**src/rtl/debug_req_ctrl.sv**
```systemverilog
// Debug request distributor: per-hart debug IRQ pulses plus an ndmreset stretcher with a done pulse.
// Optional halt-ack timeout is compiled in with `define DEBUG_REQ_TIMEOUT_EN.
module debug_req_ctrl #(
  parameter int NR_CORES        = 1,
  parameter int PULSE_CYCLES    = 4,
  parameter int RST_HOLD_CYCLES = 16,
  parameter int TIMEOUT_CYCLES  = 1024
) (
  input  logic                  aclk,
  input  logic                  aresetn,
  input  logic [NR_CORES-1:0]   dm_debug_req_i,
  input  logic                  dm_ndmreset_i,
  input  logic [NR_CORES-1:0]   hart_halted_i,
  output logic [NR_CORES-1:0]   debug_req_irq,
  output logic                  ndmreset,
  output logic                  ndmreset_done,
  output logic [NR_CORES-1:0]   halt_timeout,
  output logic [2*NR_CORES-1:0] dbg_hart_state,
  output logic [1:0]            dbg_rst_state
);
  // Handshake: none; all inputs are levels sampled every aclk, outputs are registered (event in cycle N shows at N+1).

  localparam int PW = $clog2((PULSE_CYCLES > 2) ? PULSE_CYCLES : 2);
  localparam int RW = $clog2((RST_HOLD_CYCLES > 2) ? RST_HOLD_CYCLES : 2);
`ifdef DEBUG_REQ_TIMEOUT_EN
  localparam int TW = $clog2((TIMEOUT_CYCLES > 2) ? TIMEOUT_CYCLES : 2);
`endif

  typedef enum logic [1:0] {H_IDLE = 2'd0, H_PULSE = 2'd1, H_WAIT = 2'd2} hart_state_e;
  typedef enum logic [1:0] {R_IDLE = 2'd0, R_HOLD = 2'd1, R_DONE = 2'd2} rst_state_e;

  generate
    if (NR_CORES < 1 || PULSE_CYCLES < 1 || RST_HOLD_CYCLES < 1 || TIMEOUT_CYCLES < 1) begin : g_bad_param
      $error("debug_req_ctrl: count parameters must be >= 1");
    end
  endgenerate

  logic [NR_CORES-1:0] r_req_q;
  logic [NR_CORES-1:0] w_req_rise;
  logic                r_nrst_q;
  logic                w_nrst_rise;

  assign w_req_rise  = dm_debug_req_i & ~r_req_q;
  assign w_nrst_rise = dm_ndmreset_i & ~r_nrst_q;

  rst_state_e      r_rs, w_rs_nxt;
  logic [RW-1:0]   r_rcnt, w_rcnt_nxt;
  logic            w_hold_blk;
  logic            r_ndm, r_done;

  // The hold counter saturates at 0; a still-asserted input keeps us in R_HOLD.
  always_comb begin
    w_rs_nxt   = r_rs;
    w_rcnt_nxt = r_rcnt;
    case (r_rs)
      R_IDLE: begin
        if (w_nrst_rise) begin
          w_rs_nxt   = R_HOLD;
          w_rcnt_nxt = RW'(RST_HOLD_CYCLES - 1);
        end
      end
      R_HOLD: begin
        if (r_rcnt != '0)        w_rcnt_nxt = r_rcnt - RW'(1);
        else if (!dm_ndmreset_i) w_rs_nxt   = R_DONE;
      end
      R_DONE:  w_rs_nxt = R_IDLE;
      default: w_rs_nxt = R_IDLE;
    endcase
  end

  // Blocking covers the rise cycle (reset beats a simultaneous request) and every hold cycle.
  assign w_hold_blk = (r_rs == R_HOLD) || (w_rs_nxt == R_HOLD);

  hart_state_e         r_hs     [NR_CORES];
  hart_state_e         w_hs_nxt [NR_CORES];
  logic [PW-1:0]       r_pcnt     [NR_CORES];
  logic [PW-1:0]       w_pcnt_nxt [NR_CORES];
  logic [NR_CORES-1:0] r_irq, w_irq_nxt;
`ifdef DEBUG_REQ_TIMEOUT_EN
  logic [TW-1:0]       r_tcnt     [NR_CORES];
  logic [TW-1:0]       w_tcnt_nxt [NR_CORES];
  logic [NR_CORES-1:0] r_to, w_to_nxt;
`endif

  always_comb begin
`ifdef DEBUG_REQ_TIMEOUT_EN
    w_to_nxt = r_to;
`endif
    w_irq_nxt = '0;
    for (int i = 0; i < NR_CORES; i++) begin
      w_hs_nxt[i]   = r_hs[i];
      w_pcnt_nxt[i] = r_pcnt[i];
`ifdef DEBUG_REQ_TIMEOUT_EN
      w_tcnt_nxt[i] = r_tcnt[i];
`endif
      case (r_hs[i])
        H_IDLE: begin
          if (w_req_rise[i]) begin
            w_hs_nxt[i]   = H_PULSE;
            w_pcnt_nxt[i] = PW'(PULSE_CYCLES - 1);
`ifdef DEBUG_REQ_TIMEOUT_EN
            w_to_nxt[i]   = 1'b0;
`endif
          end
        end
        H_PULSE: begin
          if (r_pcnt[i] == '0) begin
            w_hs_nxt[i]   = H_WAIT;
`ifdef DEBUG_REQ_TIMEOUT_EN
            w_tcnt_nxt[i] = TW'(TIMEOUT_CYCLES - 1);
`endif
          end else begin
            w_pcnt_nxt[i] = r_pcnt[i] - PW'(1);
          end
        end
        H_WAIT: begin
          if (hart_halted_i[i] || !dm_debug_req_i[i]) begin
            w_hs_nxt[i] = H_IDLE;
          end
`ifdef DEBUG_REQ_TIMEOUT_EN
          else if (r_tcnt[i] == '0) begin
            w_hs_nxt[i] = H_IDLE;
            w_to_nxt[i] = 1'b1;
          end else begin
            w_tcnt_nxt[i] = r_tcnt[i] - TW'(1);
          end
`endif
        end
        default: w_hs_nxt[i] = H_IDLE;
      endcase
      if (w_hold_blk) begin
        w_hs_nxt[i] = H_IDLE;
`ifdef DEBUG_REQ_TIMEOUT_EN
        w_to_nxt[i] = r_to[i];
`endif
      end
      w_irq_nxt[i] = (w_hs_nxt[i] == H_PULSE);
    end
  end

  always_ff @(posedge aclk or negedge aresetn) begin
    if (!aresetn) begin
      r_req_q  <= '0;
      r_nrst_q <= 1'b0;
      r_rs     <= R_IDLE;
      r_rcnt   <= '0;
      r_ndm    <= 1'b0;
      r_done   <= 1'b0;
      r_irq    <= '0;
      for (int i = 0; i < NR_CORES; i++) begin
        r_hs[i]   <= H_IDLE;
        r_pcnt[i] <= '0;
`ifdef DEBUG_REQ_TIMEOUT_EN
        r_tcnt[i] <= '0;
`endif
      end
`ifdef DEBUG_REQ_TIMEOUT_EN
      r_to <= '0;
`endif
    end else begin
      r_req_q  <= dm_debug_req_i;
      r_nrst_q <= dm_ndmreset_i;
      r_rs     <= w_rs_nxt;
      r_rcnt   <= w_rcnt_nxt;
      r_ndm    <= (w_rs_nxt == R_HOLD);
      r_done   <= (w_rs_nxt == R_DONE);
      r_irq    <= w_irq_nxt;
      for (int i = 0; i < NR_CORES; i++) begin
        r_hs[i]   <= w_hs_nxt[i];
        r_pcnt[i] <= w_pcnt_nxt[i];
`ifdef DEBUG_REQ_TIMEOUT_EN
        r_tcnt[i] <= w_tcnt_nxt[i];
`endif
      end
`ifdef DEBUG_REQ_TIMEOUT_EN
      r_to <= w_to_nxt;
`endif
    end
  end

  assign debug_req_irq = r_irq;
  assign ndmreset      = r_ndm;
  assign ndmreset_done = r_done;
`ifdef DEBUG_REQ_TIMEOUT_EN
  assign halt_timeout  = r_to;
`else
  assign halt_timeout  = '0;
`endif

  always_comb begin
    dbg_hart_state = '0;
    for (int i = 0; i < NR_CORES; i++) begin
      dbg_hart_state[2*i +: 2] = r_hs[i];
    end
  end
  assign dbg_rst_state = r_rs;

endmodule
```
**config.mk**
```make
export PLATFORM = sky130hd
export DESIGN_NAME = debug_req_ctrl
export DESIGN_NICKNAME = d
export VERILOG_FILES = /design/src/rtl/debug_req_ctrl.sv
export SDC_FILE = /design/constraint.sdc
export NUM_CORES = 1
export LEC_CHECK = 0
export BUFFER_PORTS_ARGS = -buffer_cell sky130_fd_sc_hd__buf_2
export CAP_MARGIN = 20
export CORE_MARGIN = 8
export CORE_UTILIZATION = 30
export CTS_CLUSTER_DIAMETER = 50
export CTS_CLUSTER_SIZE = 12
export DETAILED_ROUTE_END_ITERATION = 8
export MAX_ROUTING_LAYER = met4
export PLACE_DENSITY = 0.62
export SETUP_SLACK_MARGIN = 0.1
export SYNTH_ARGS = -nofsm -noshare
export SYNTH_HDL_FRONTEND = slang
export SYNTH_SLANG_ARGS = --single-unit
```
**constraint.sdc**
```tcl
create_clock -name aclk -period 1.52 [get_ports aclk]
set_input_delay 0.304 -clock aclk [delete_from_list [all_inputs] [get_ports aclk]]
set_output_delay 0.304 -clock aclk [all_outputs]
set_load 0.005 [all_outputs]
```
==> metrics.md <==
| Metric | Value |
|---|---|
| Unrepaired setup endpoints after global routing | true |
| Vias | around 530 |
| Global-route wire length before repair | between 2000 and 2500 microns |
| CP Cell Sequence | inv_2, ha_4, or3b_4, a211oi_2, a21oi_1 |
| Crit path launch type | flip-flop |
| Starting Density | 31.8% |
| WP data required | 1.70 ns |
| Reg clk slew, reported paths | roughly 0.09 ns |
| Maximum VDD drop | 945 uV |
| DR WL/cell | between 10 and 15 microns |
| Critical Path AT | 1.60 ns |
| Final #Nets | just over 90 |
| RePlAce Congestion | 0.833 |
| Critical path endpoint | r_rcnt[1] |
| Worst-Skew Late Latency | 0.29 ns |
| R2R cell count | 5 |
| DRC errors left | 0 |
| Status | finished, final reports clean |
| Synth warn | 0 |
| Final worst slack | 0.0976 ns |
| Hold WC Path Type | in2reg |
| Crit share post-route | between 90% and 100% |
| Core region area | 2210 sq um |
| # setup viols final | 0 |
| Most frequent cells in the layout | dfrtp_1 (15), buf_2 (11), inv_1 (6) |
| Min cycle time layout | 1.42 ns |
| Share of layout cells above drive strength 1 | 36.1% |
| Die Y | 64.5 microns |
| Total global routing track utilization | 6.91% |
| CTS tree | yes |
| Drt first pass iters | 4 |
| CTS H-tree depth | 1 |
| Area share of the largest cell type after synthesis | 53.3% |
| Post-synthesis sequential area ratio | 53.3% |
| Post-synthesis area per instance | 11.0 sq um |
| Initial antenna violation count | 0 |
| Largest cells by area after synthesis | dfrtp_1 (53%), ha_1 (5.3%), a211oi_1 (4.3%) |
| Largest stage delay, worst path | 0.43 ns |
| CTS max path bufs | 2 |
| PwrDens | ~1700 nW/um^2 |
| Tot Pwr | 1.46 mW |
| Most common cell after layout, fill and taps aside | dfrtp_1 |
| Vias in the first global route | 493 |
| DRT Wirelength | 1330 microns |
| Synth Instances | between 60 and 70 |
| Die area | 4150 sq um |
| DR vias/cell | about 4.8 |
| Row Count | 17 |
| Max FO, Critical Path | 8 |
| Clock sinks | 15 |
| Nature of the critical path endpoint | flip-flop |
| CTS Buf Count | 3 |
| Chip Width | 64.5 microns |
| Critical path type | reg2reg |
| Antenna Nets Post-Route | 0 |
| Final hold vios | 0 |
| RR Endpoint | r_rcnt[1] |
| Setup TNS | 0 ns |
| Max Clock Skew | 0.00423 ns |
| Area grow syn2layout | 24.7% |
| Hold_ws | 0.140 ns |
| Synth area leader | dfrtp_1 |
| Crit path launch | r_rcnt[0] |
| DP Wirelength | ~1000 microns |
| Root Buffer | clkbuf_4 |
| Reg2reg setup slack | ~0.098 ns |
| 1st-iter DRT viols | 8 |
| Slowest cell on crit path | or3b_4 |
| Antenna diodes | 0 |
| Dpl ws | 0.0134 ns |
| Synth Net Count | 72 |
| P_leak | 0.408 nW |
| Fmax | 0.703 GHz |
| Synthesized area | between 700 and 800 sq um |
| Final slew viol count | 0 |
| # IOs | 13 |
| Maxcap violations | 0 |
| Count of different cell masters after synthesis | 28 |
| R2R Path Start | r_rcnt[0] |
| Yosys reg bits | 15 |
| Total global routing overflow | 0 |
| Port buffer count | 11 |
| Largest net degree at the start of global routing | 16 |
[per-layer routing]
layer	global-route usage [%]	up-vias	wire, microns
li1	-	261	-
met1	8.35	254	673
met2	9.81	13	587
met3	1.72	4	35
met4	4.90	0	35
met5	-	-	0
[logic make-up after synthesis]
logic type | count (synthesis) | synth area share [%]
buffers and inverters | 10 | 6.93
AO/OA/AOI/OAI | 17 | 17.1
adder cells (fa/ha/maj) | 3 | 5.33
other | 1 | 0.532
AND/OR/NAND/NOR | 18 | 16.9
flip-flops | 15 | 53.3
[worst min path at each step]
stage                   startpoint                end  cells past startpoint
floorplan                  aresetn  dbg_hart_state[0]                      0
global placement           aresetn  dbg_hart_state[0]                      1
detailed placement         aresetn          r_pcnt[1]                      1
CTS                 dm_debug_req_i            r_req_q                      1
global route        dm_debug_req_i            r_req_q                      1
finish              dm_debug_req_i            r_req_q                      1
[Yosys cell counts]
master / n
ha_1: 3
or3b_1: 1
and2_4: 1
buf_6: 1
a31oi_1: 1
conb_1: 1
nor3b_1: 1
o21ai_0: 1
nor2_1: 2
nor4_1: 1
nand3_1: 1
nor4b_2: 1
o31a_2: 1
buf_4: 1
dfrtp_1: 15
a21oi_1: 4
and2b_1: 1
o21a_1: 2
nor3_1: 4
nor4bb_1: 1
a311o_1: 1
o31a_1: 1
a211oi_1: 4
nand2b_1: 3
a21boi_0: 1
o31ai_1: 1
inv_1: 8
nand2_1: 1
[sequential cells by signal, summed over array words and instances (netlist names)]
name,cells
r_pcnt,2
debug_req_irq,1
dbg_hart_state,2
r_rcnt,4
r_nrst_q,1
r_req_q,1
ndmreset,1
ndmreset_done,1
dbg_rst_state,2
[final cells by class]
cell class                 instances  area (sq um)
clock inverter                     1          5.00
inverter                           8          30.0
timing repair buffer              17           103
clock buffer                       3          22.5
sequential                        15           375
multi-input combinational         39           308
fill                             233          1330
tap                               28          35.0
[power breakdown]
| group | internal (mW) | switching (mW) | total (mW) | leakage, nW |
|---|---|---|---|---|
| registers | 0.510 | 0.0879 | 0.598 | 0.178 |
| logic | 0.335 | 0.292 | 0.627 | 0.213 |
| clock network | 0.0978 | 0.134 | 0.232 | 0.0177 |
[per-stage QoR]
stage | std cells | utilization, % | cell area, sq um
floorplan | 64 | - | 714
global placement | 103 | 36.2 | 801
detailed placement | 103 | 36.2 | 801
CTS | 110 | 39.3 | 868
global route | 111 | 39.7 | 878
finish | 111 | 39.7 | 878
[critical path: cells and delay by family, from the launching register on]
| kind | cells | cell delay (ns) |
|---|---|---|
| AOI/OAI and AO/OA | 2 | 0.27 |
| adders and majority gates | 1 | 0.13 |
| buffers and inverters | 1 | 0.09 |
| DFF | 1 | 0.40 |
| and+or+nand+nor | 1 | 0.43 |
[timing repair]
| action | 4_1_cts | 5_1_grt |
|---|---|---|
| hold buffers | 1 | 0 |
| resized for setup | 5 | 1 |
| setup endpoints to repair | 6 | 3 |
| setup buffers | 2 | 1 |
| hold endpoints to repair | 15 | 0 |
(Power assumes the default switching activity.)
